===== src/rtl/vec_opa_sel_stage_pkg.sv =====
// Shared encodings for the vector operand-A selector stage.
// Holds the funct3 format encodings, the SEW codes, and a helper that
// converts a SEW code to an element width in bits.
package vec_opa_sel_stage_pkg;

    // funct3 format encodings
    localparam logic [2:0] VV_FORMAT  = 3'b000;
    localparam logic [2:0] VI_FORMAT  = 3'b011;
    localparam logic [2:0] VX_FORMAT  = 3'b100;
    localparam logic [2:0] MVX_FORMAT = 3'b110;

    // SEW codes
    localparam logic [1:0] SEW_8  = 2'b00;
    localparam logic [1:0] SEW_16 = 2'b01;
    localparam logic [1:0] SEW_32 = 2'b10;
    localparam logic [1:0] SEW_64 = 2'b11;

    // Element width in bits for a SEW code (8 << sew).
    function automatic int unsigned sew_width(input logic [1:0] sew);
        return 32'd8 << sew;
    endfunction

endpackage


===== src/rtl/vec_opa_format.sv =====
// Combinational operand-A formatter.
// Selects VV register data, a replicated scalar (VX/MVX) or a replicated
// sign-extended imm5 (VI) at the current SEW. Unsupported funct3 or SEW
// combinations produce dataA = 0 with illegal = 1.
// Ports:
//   funct3    - vector format field
//   sew       - element width code
//   imm5      - raw simm5 field
//   scalar_in - rs1 value
//   rdvA      - vector register read data
//   dataA     - formatted operand A
//   illegal   - unsupported format / SEW combination
module vec_opa_format
    import vec_opa_sel_stage_pkg::*;
#(
    parameter int unsigned ELEN  = 64,
    parameter int unsigned LANES = 4,
    parameter int unsigned XLEN  = 64
) (
    input  logic [2:0]            funct3,
    input  logic [1:0]            sew,
    input  logic [4:0]            imm5,
    input  logic [XLEN-1:0]       scalar_in,
    input  logic [ELEN*LANES-1:0] rdvA,
    output logic [ELEN*LANES-1:0] dataA,
    output logic                  illegal
);

    localparam int unsigned DW = ELEN * LANES;

    // Pre-replicated candidates, one per SEW code.
    logic [DW-1:0] imm_rep [4];
    logic [DW-1:0] scl_rep [4];

    for (genvar g = 0; g < 4; g++) begin : g_sew
        localparam int unsigned W = 32'd8 << g;
        if (W <= ELEN) begin : g_fit
            logic [W-1:0] imm_elem;
            logic [W-1:0] scl_elem;

            assign imm_elem = {{(W-5){imm5[4]}}, imm5};

            if (W <= XLEN) begin : g_scl
                assign scl_elem = scalar_in[W-1:0];
            end else begin : g_no_scl
                assign scl_elem = '0;
            end

            // Copy the element into every SEW-wide slot across all lanes.
            for (genvar s = 0; s < DW / W; s++) begin : g_slot
                assign imm_rep[g][s*W +: W] = imm_elem;
                assign scl_rep[g][s*W +: W] = scl_elem;
            end
        end else begin : g_nofit
            assign imm_rep[g] = '0;
            assign scl_rep[g] = '0;
        end
    end

    int unsigned sew_w;
    assign sew_w = sew_width(sew);

    always_comb begin
        dataA   = '0;
        illegal = 1'b0;
        case (funct3)
            VV_FORMAT: begin
                if (sew_w > ELEN) illegal = 1'b1;
                else              dataA   = rdvA;
            end
            VI_FORMAT: begin
                if (sew_w > ELEN) illegal = 1'b1;
                else              dataA   = imm_rep[sew];
            end
            VX_FORMAT, MVX_FORMAT: begin
                if (sew_w > ELEN || sew_w > XLEN) illegal = 1'b1;
                else                              dataA   = scl_rep[sew];
            end
            default: illegal = 1'b1;
        endcase
    end

endmodule


===== src/rtl/vec_opa_sel_stage.sv =====
// Registered vector operand-A selector between ID and EX.
// A valid/ready stage with a two-entry skid buffer (main drives the
// outputs, skid absorbs one request while main is stalled), flush, and a
// per-entry illegal-format flag.
// Ports:
//   clk, rst            - clock, synchronous active-high reset
//   flush               - drop all held entries and the current request
//   in_valid, in_ready  - upstream handshake
//   funct3, sew, imm5, scalar_in, rdvA - operand request fields
//   out_valid, out_ready - downstream handshake
//   dataA, out_illegal  - formatted operand and illegal flag (0 when idle)
module vec_opa_sel_stage
    import vec_opa_sel_stage_pkg::*;
#(
    parameter int unsigned ELEN  = 64,
    parameter int unsigned LANES = 4,
    parameter int unsigned XLEN  = 64
) (
    input  logic                  clk,
    input  logic                  rst,
    input  logic                  flush,
    input  logic                  in_valid,
    output logic                  in_ready,
    input  logic [2:0]            funct3,
    input  logic [1:0]            sew,
    input  logic [4:0]            imm5,
    input  logic [XLEN-1:0]       scalar_in,
    input  logic [ELEN*LANES-1:0] rdvA,
    output logic                  out_valid,
    input  logic                  out_ready,
    output logic [ELEN*LANES-1:0] dataA,
    output logic                  out_illegal
);

    localparam int unsigned DW = ELEN * LANES;

    logic [DW-1:0] fmt_data;
    logic          fmt_illegal;

    vec_opa_format #(
        .ELEN  (ELEN),
        .LANES (LANES),
        .XLEN  (XLEN)
    ) u_format (
        .funct3    (funct3),
        .sew       (sew),
        .imm5      (imm5),
        .scalar_in (scalar_in),
        .rdvA      (rdvA),
        .dataA     (fmt_data),
        .illegal   (fmt_illegal)
    );

    logic          main_valid_q, main_valid_d;
    logic [DW-1:0] main_data_q,  main_data_d;
    logic          main_ill_q,   main_ill_d;
    logic          skid_valid_q, skid_valid_d;
    logic [DW-1:0] skid_data_q,  skid_data_d;
    logic          skid_ill_q,   skid_ill_d;

    logic accept;
    logic xfer;

    always_comb begin
        accept       = in_valid && !skid_valid_q;
        xfer         = main_valid_q && out_ready;
        main_valid_d = main_valid_q;
        main_data_d  = main_data_q;
        main_ill_d   = main_ill_q;
        skid_valid_d = skid_valid_q;
        skid_data_d  = skid_data_q;
        skid_ill_d   = skid_ill_q;

        if (flush) begin
            main_valid_d = 1'b0;
            skid_valid_d = 1'b0;
        end else if (!main_valid_q || xfer) begin
            // Main is free this cycle: refill from skid first to keep FIFO order.
            // in_ready is low whenever skid is valid, so no accept can collide.
            if (skid_valid_q) begin
                main_valid_d = 1'b1;
                main_data_d  = skid_data_q;
                main_ill_d   = skid_ill_q;
                skid_valid_d = 1'b0;
            end else begin
                main_valid_d = accept;
                if (accept) begin
                    main_data_d = fmt_data;
                    main_ill_d  = fmt_illegal;
                end
            end
        end else if (accept) begin
            skid_valid_d = 1'b1;
            skid_data_d  = fmt_data;
            skid_ill_d   = fmt_illegal;
        end
    end

    always_ff @(posedge clk) begin
        if (rst) begin
            main_valid_q <= 1'b0;
            main_data_q  <= '0;
            main_ill_q   <= 1'b0;
            skid_valid_q <= 1'b0;
            skid_data_q  <= '0;
            skid_ill_q   <= 1'b0;
        end else begin
            main_valid_q <= main_valid_d;
            main_data_q  <= main_data_d;
            main_ill_q   <= main_ill_d;
            skid_valid_q <= skid_valid_d;
            skid_data_q  <= skid_data_d;
            skid_ill_q   <= skid_ill_d;
        end
    end

    assign in_ready    = !skid_valid_q;
    assign out_valid   = main_valid_q;
    // Data registers are not cleared by flush, so gate them when idle.
    assign dataA       = main_valid_q ? main_data_q : '0;
    assign out_illegal = main_valid_q & main_ill_q;

endmodule


===== config.mk =====
export PLATFORM = sky130hd
export DESIGN_NAME = vec_opa_sel_stage
export DESIGN_NICKNAME = d
export VERILOG_FILES = /design/src/rtl/vec_opa_sel_stage_pkg.sv /design/src/rtl/vec_opa_format.sv /design/src/rtl/vec_opa_sel_stage.sv
export SDC_FILE = /design/constraint.sdc
export NUM_CORES = 1
export LEC_CHECK = 0
export CAP_MARGIN = 0
export CORE_MARGIN = 3
export CORE_UTILIZATION = 35
export DETAILED_ROUTE_END_ITERATION = 12
export GPL_TIMING_DRIVEN = 0
export PLACE_DENSITY = 0.64
export SLEW_MARGIN = 10
export SYNTH_ARGS = -nofsm -noshare
export SYNTH_HDL_FRONTEND = slang
export SYNTH_SLANG_ARGS = --single-unit

===== constraint.sdc =====
create_clock -name clk -period 2.2 [get_ports clk]
set_input_delay 0.22 -clock clk [delete_from_list [all_inputs] [get_ports clk]]
set_output_delay 0.22 -clock clk [all_outputs]
set_load 0.1 [all_outputs]

; After elaboration in Yosys (flattened, before gate mapping)
; Cells that the tools add are included.
[totals]
memories = 0
word_cells = 47
ramBits = 0
romBits = 0
latchBits = 0
out_inout_bits = 259
ff_bits = 516
[op_classes]
multipliers = 0
muxes = 18
div = 0
eq_ne = 3
reduce_logical = 13
order_cmp = 2
n_addsub = 0
bitwise_logic = 4
shift = 1
[ops]
columns = op, count
row1 = $mux 256, 10
row2 = $bmux 256 s2, 2
row3 = $pmux 256 s3, 1
row4 = $gt 32x7->1 const B, 1
row5 = $shl 4x2->32 const A, 1
row6 = $eq 3x3->1 const B, 2
row7 = $reduce_and 3->1, 2
row8 = $mux 1, 5
row9 = $reduce_or 2->1, 2
row10 = $reduce_or 4->1, 1
row11 = $eq 3x2->1 const B, 1
row12 = $ge 3x3->1 const B, 1
row13 = $logic_not 3->1, 1
row14 = $not 2->3, 1
row15 = $reduce_or 3->1, 1
row16 = $logic_and 1x1->1, 2
row17 = $logic_not 1->1, 2
row18 = $not 1->1, 2
row19 = $reduce_bool 2->1, 1
row20 = $and 1x1->1, 1
row21 = $logic_or 1x1->1, 1

; Logic depth before layout (Yosys ltp)
[depth]
ltp_word = 8
ltp_mapped = 8
depth_no_buf = 4

; Modules after synthesis
; Synthesis repeated with hierarchy kept, for this count alone.
[hier_totals]
hier_cells = 3298
area_unflattened_um2 = 30659.4
[by_module_without_submodules]
columns = module, cells_per_inst, area_each_um2, n_inst, seq_area_each_um2
row1 = vec_opa_sel_stage, 2582, 26140.1, 1, 10329.9
row2 = vec_opa_format, 716, 4519.3, 1, 0.0

; Worst setup path before layout
; No wires, ideal clock.
[synth_path]
path_type = register to output
from = reg main_valid_q, in the netlist out_valid
to = out dataA[0]
path_buffers = 2
required_ns = 1.980
path_stages_with_launch = 4
slack_ns = -0.349
arrival_ns = 2.329
cell_sequence = dfxtp_1 clkbuf_1 clkbuf_1 and2_1
[synth_between]
elab_chain_len = 1
[synth_rtl]
columns = element, line
row1 = start: declaration, vec_opa_sel_stage.sv:54  ; logic main_valid_q, main_valid_d;
row2 = start signal: assignment, vec_opa_sel_stage.sv:108  ; main_valid_q <= main_valid_d;
row3 = $mux 256, vec_opa_sel_stage.sv:120  ; assign dataA = main_valid_q ? main_data_q : '0;
row4 = end: declaration, vec_opa_sel_stage.sv:31  ; output logic [ELEN*LANES-1:0] dataA,
; No other way between the ends.

; Worst setup path after layout
[layout_path]
from = in funct3[1]
to = reg main_data_q[228]
[layout_between]
elab_chain_len = 5
elab_cells_between_ends = 8
classes_between = eq/ne (3) / mux (3) / reduce/logical (2)
[layout_rtl]
columns = element, line
row1 = start: declaration, vec_opa_sel_stage.sv:24  ; input logic [2:0] funct3,
row2 = $eq 3x3->1, vec_opa_format.sv:66  ; case (funct3)
row3 = $reduce_or 2->1, vec_opa_format.sv:66
row4 = $pmux 256 s3 *, vec_opa_format.sv:66
row5 = $mux 256 *, vec_opa_sel_stage.sv:87  ; if (accept) begin
row6 = $mux 256 *, vec_opa_sel_stage.sv:80  ; if (skid_valid_q) begin
row7 = end signal: assignment, vec_opa_sel_stage.sv:109  ; main_data_q <= main_data_d;
row8 = end: declaration, vec_opa_sel_stage.sv:55  ; logic [DW-1:0] main_data_q, main_data_d;
; Mark *: on every way between the ends. The rest lies on a longest branch, timed or not. The select of a mux whose other input is x is not followed.
; A chain may end at the register's enable or synchronous reset.

==> flow_summary.toml <==
[yosys]
synth_top_cell_area_share_pct = 41.3
syn_nets = 3373
synth_largest_area_cell = "dfxtp_1"
synth_seq_cells = 516
async_flop_share_pct = 0
yosys.cell_types.count = 56
yosys.area_share.simple_pct = 22.5
synth_edf_count = 0
synth_top_family_by_area = "compound AO/OA/AOI/OAI gates"
synth_cells = 3038
synthAdderAreaFrac_pct = 0
ys.flop_type = "dfxtp_1"
ys_top_cells_by_area = "dfxtp_1 (41%), a211oi_1 (8.3%), and2_1 (6.4%)"
seq_area_frac_synth_pct = 41.3
avgSynthCellArea_um2 = 8.23
synth-compound-area-share_pct = 27.8
yosys_warnings = 0
synthXorXnorAreaFrac_pct = 0.0350
synth_mux_area_share_pct = 2.70
syn_area_mm2 = 0.0250

[timing]
tightest_slew_ps = 1170
fin_crit_sh_pct = 103
hold_ws_ps = 125
period_minus_slack_ps = 2270
fmaxAchievable_mhz = 441
rsz0062_at_grt = "yes"
slew_violations = 0
finalHoldViolCount = 0
fin_skew_ps = 23.7
setup_ws_ps = -67.3
final-setup-viol-count = 14
slew_headroom_pct = 21.9

[worst_hold_path]
min_from = "funct3[0]"
hold_path_class = "input pin to flip-flop"

[grt]
grt_max_degree = 15
met1_usage_pct = 46.2
track_usage_pct = 37.6
gr-usage-met2_pct = 57.5
grt_pass1_vias = 27700
gr-usage-met3_pct = 13.4
antenna_found_initial = 24
grt-busiest-layer = "met2"
grt-ovfl-total = 0
grt_pass1_wl_um = 203000

[pwr]
seqPwrFrac_pct = 41.2
comb_power_share_pct = 17.2
p_int_w = 0.0169
powerDensity_mw_per_mm2 = 676
p_sw_w = 0.00705
max-vdd-ir-drop_mv = 0.758
clockPowerShare_pct = 41.6
p_sw_share_pct = 29.4
p_leak_nw = 12.9

[clock_tree]
cts_root_buf = "clkbuf_16"
h-tree-depth = 2
insertion_delay_ps = 630
cts_tree = "done"
path_clk_slew_ps = 70
cts_buffer_depth = 3
clock_sinks = 516
cts_made_buffers = 56

[drt]
wirelength_um = 147000
num_vias = 29000
wire_per_inst_um = 31.3
dr.pass1.iters = 8
detail_route.iter0.violations = 3931
drc_errors = 0
final_antenna_net_count = 0
via_per_inst = 6.18

[finish]
regArea_mm2 = 0.0103
drive_gt1_share_pct = 23.2
multi_input_area_mm2 = 0.0140
fill_cells = 6958
syn_to_final_growth_pct = 41.8
mostFrequentLayoutCell = "dfxtp_1"
post_layout_nonfiller_instances = 4693
final_cell_mix = "dfxtp_1 (515), clkdlybuf4s50_1 (322), nand2_1 (317)"
layout.nets = 4031

[floorplan]
rows = 97
io_pins = 594
initial_core_util_pct = 35.5
core_mm2 = 0.0704
fp.dieH_um = 273
design.die.area_mm2 = 0.0747
die_w_um = 273

[placement]
port_buffers = 581
dp_cells = 4559
gp_congestion = 0.989
place_ws_ps = -1500
dp_hpwl_um = 114000

[setup_path]
cp-end-kind = "flip-flop"
cp-start-kind = "input pin"
r2r-start = "out_valid$_SDFFE_PP0P_"
crit_fanout = 10
cp.arrival_ps = 2790
cp-startpoint = "funct3[1]"
required_ps = 2720
critPathKind = "input pin to flip-flop"

[run_status]
status = "finished with violations"
failed_checks = "negative setup slack"

[job]
cap_violations = 0
-- cells in the mapped netlist (30+ instances only) --
cell      count
a211oi_1    276
a21oi_1     151
a221oi_1    164
a311oi_1     54
and2_1      257
buf_2        73
clkbuf_1    208
dfxtp_1     516
inv_1        33
mux2i_1      64
nand2_1     318
nand2b_1     64
nor2_1      322
nor3_1       40
nor3b_1      30
nor4_1       32
o21ai_0     119
o21bai_1     31
o22ai_1      90
-- power by group through the flow --
stage / Combinational [W] / Clock, W / Sequential (W)
final: 0.00413 / 0.00997 / 0.00988
after global routing: 0.00424 / 0.0103 / 0.00990
after CTS: 0.00393 / 0.00994 / 0.00987
after detailed placement: 0.00377 / 0 / 0.0101
after global placement: 0.00376 / 0 / 0.0101
after floorplan: 0.00196 / 0 / 0.0100
-- metrics by stage --
step                      cell area (µm²)  power, W  util (%)  setup TNS (ps)
after floorplan                     25200    0.0120         -           -7.74
after global placement              32200    0.0138      45.8         -674820
after detailed placement            32200    0.0138      45.8         -670530
after CTS                           35000    0.0237      49.8           -3110
after global routing                35400    0.0245      50.3           -93.5
final                               35500    0.0240      50.4            -308
-- timing repair --
| action | CTS | global route |
|---|---|---|
| hold buffers | 0 | 0 |
| endpoints found under the setup margin | 769 | 532 |
| resized for setup | 1929 | 168 |
| pin swaps | 11 | 4 |
| setup buffers | 20 | 2 |
| hold endpoints to repair | 0 | 0 |
| gates cloned | 0 | 0 |
-- final cells by class --
cell class	count	area share (%)
Timing Repair Buffer	603	17.1
Multi-Input combinational cell	2179	39.4
Inverter	36	0.395
Antenna cell	12	0.0847
Clock buffer	88	4.95
Tap cell	940	3.32
Sequential cell	516	29.1
Clock inverter	15	0.462
Buffer	304	5.16
-- cell families after synthesis --
family	count (synthesis)
muxes	67
and+or+nand+nor	1148
DFF	516
AOI/OAI and AO/OA	963
xor gates and xnor gates	1
buffers and inverters	343
-- routing by layer --
layer / up-vias / routed length (µm)
li1: 12400 / -
met1: 14000 / 54900
met2: 2069 / 62900
met3: 475 / 19000
met4: 28 / 9870
met5: - / 194
-- sequential cells by signal, indices dropped and copies added (netlist names) --
signal and count:
skid_valid_q 1, skid_ill_q 1, skid_data_q 256, out_valid 1
main_data_q 256, main_ill_q 1
-- critical path, cell delays in order --
cell	delay, ps
clkdlybuf4s50_1	590
nor3_2	490
clkbuf_2	500
clkbuf_2	480
nand2_1	160
a221oi_1	330
-- path summary, 6_finish.rpt --
kind	depth (start not counted)	slack (ps)	end
min reg2reg	2	450	main_data_q[7]$_SDFFE_PP0P_
min	3	120	skid_ill_q$_SDFFE_PP0P_
max reg2reg	7	20	main_data_q[52]$_SDFFE_PP0P_
max	6	-70	main_data_q[228]$_SDFFE_PP0P_
Power figures use the tool's default switching activity.
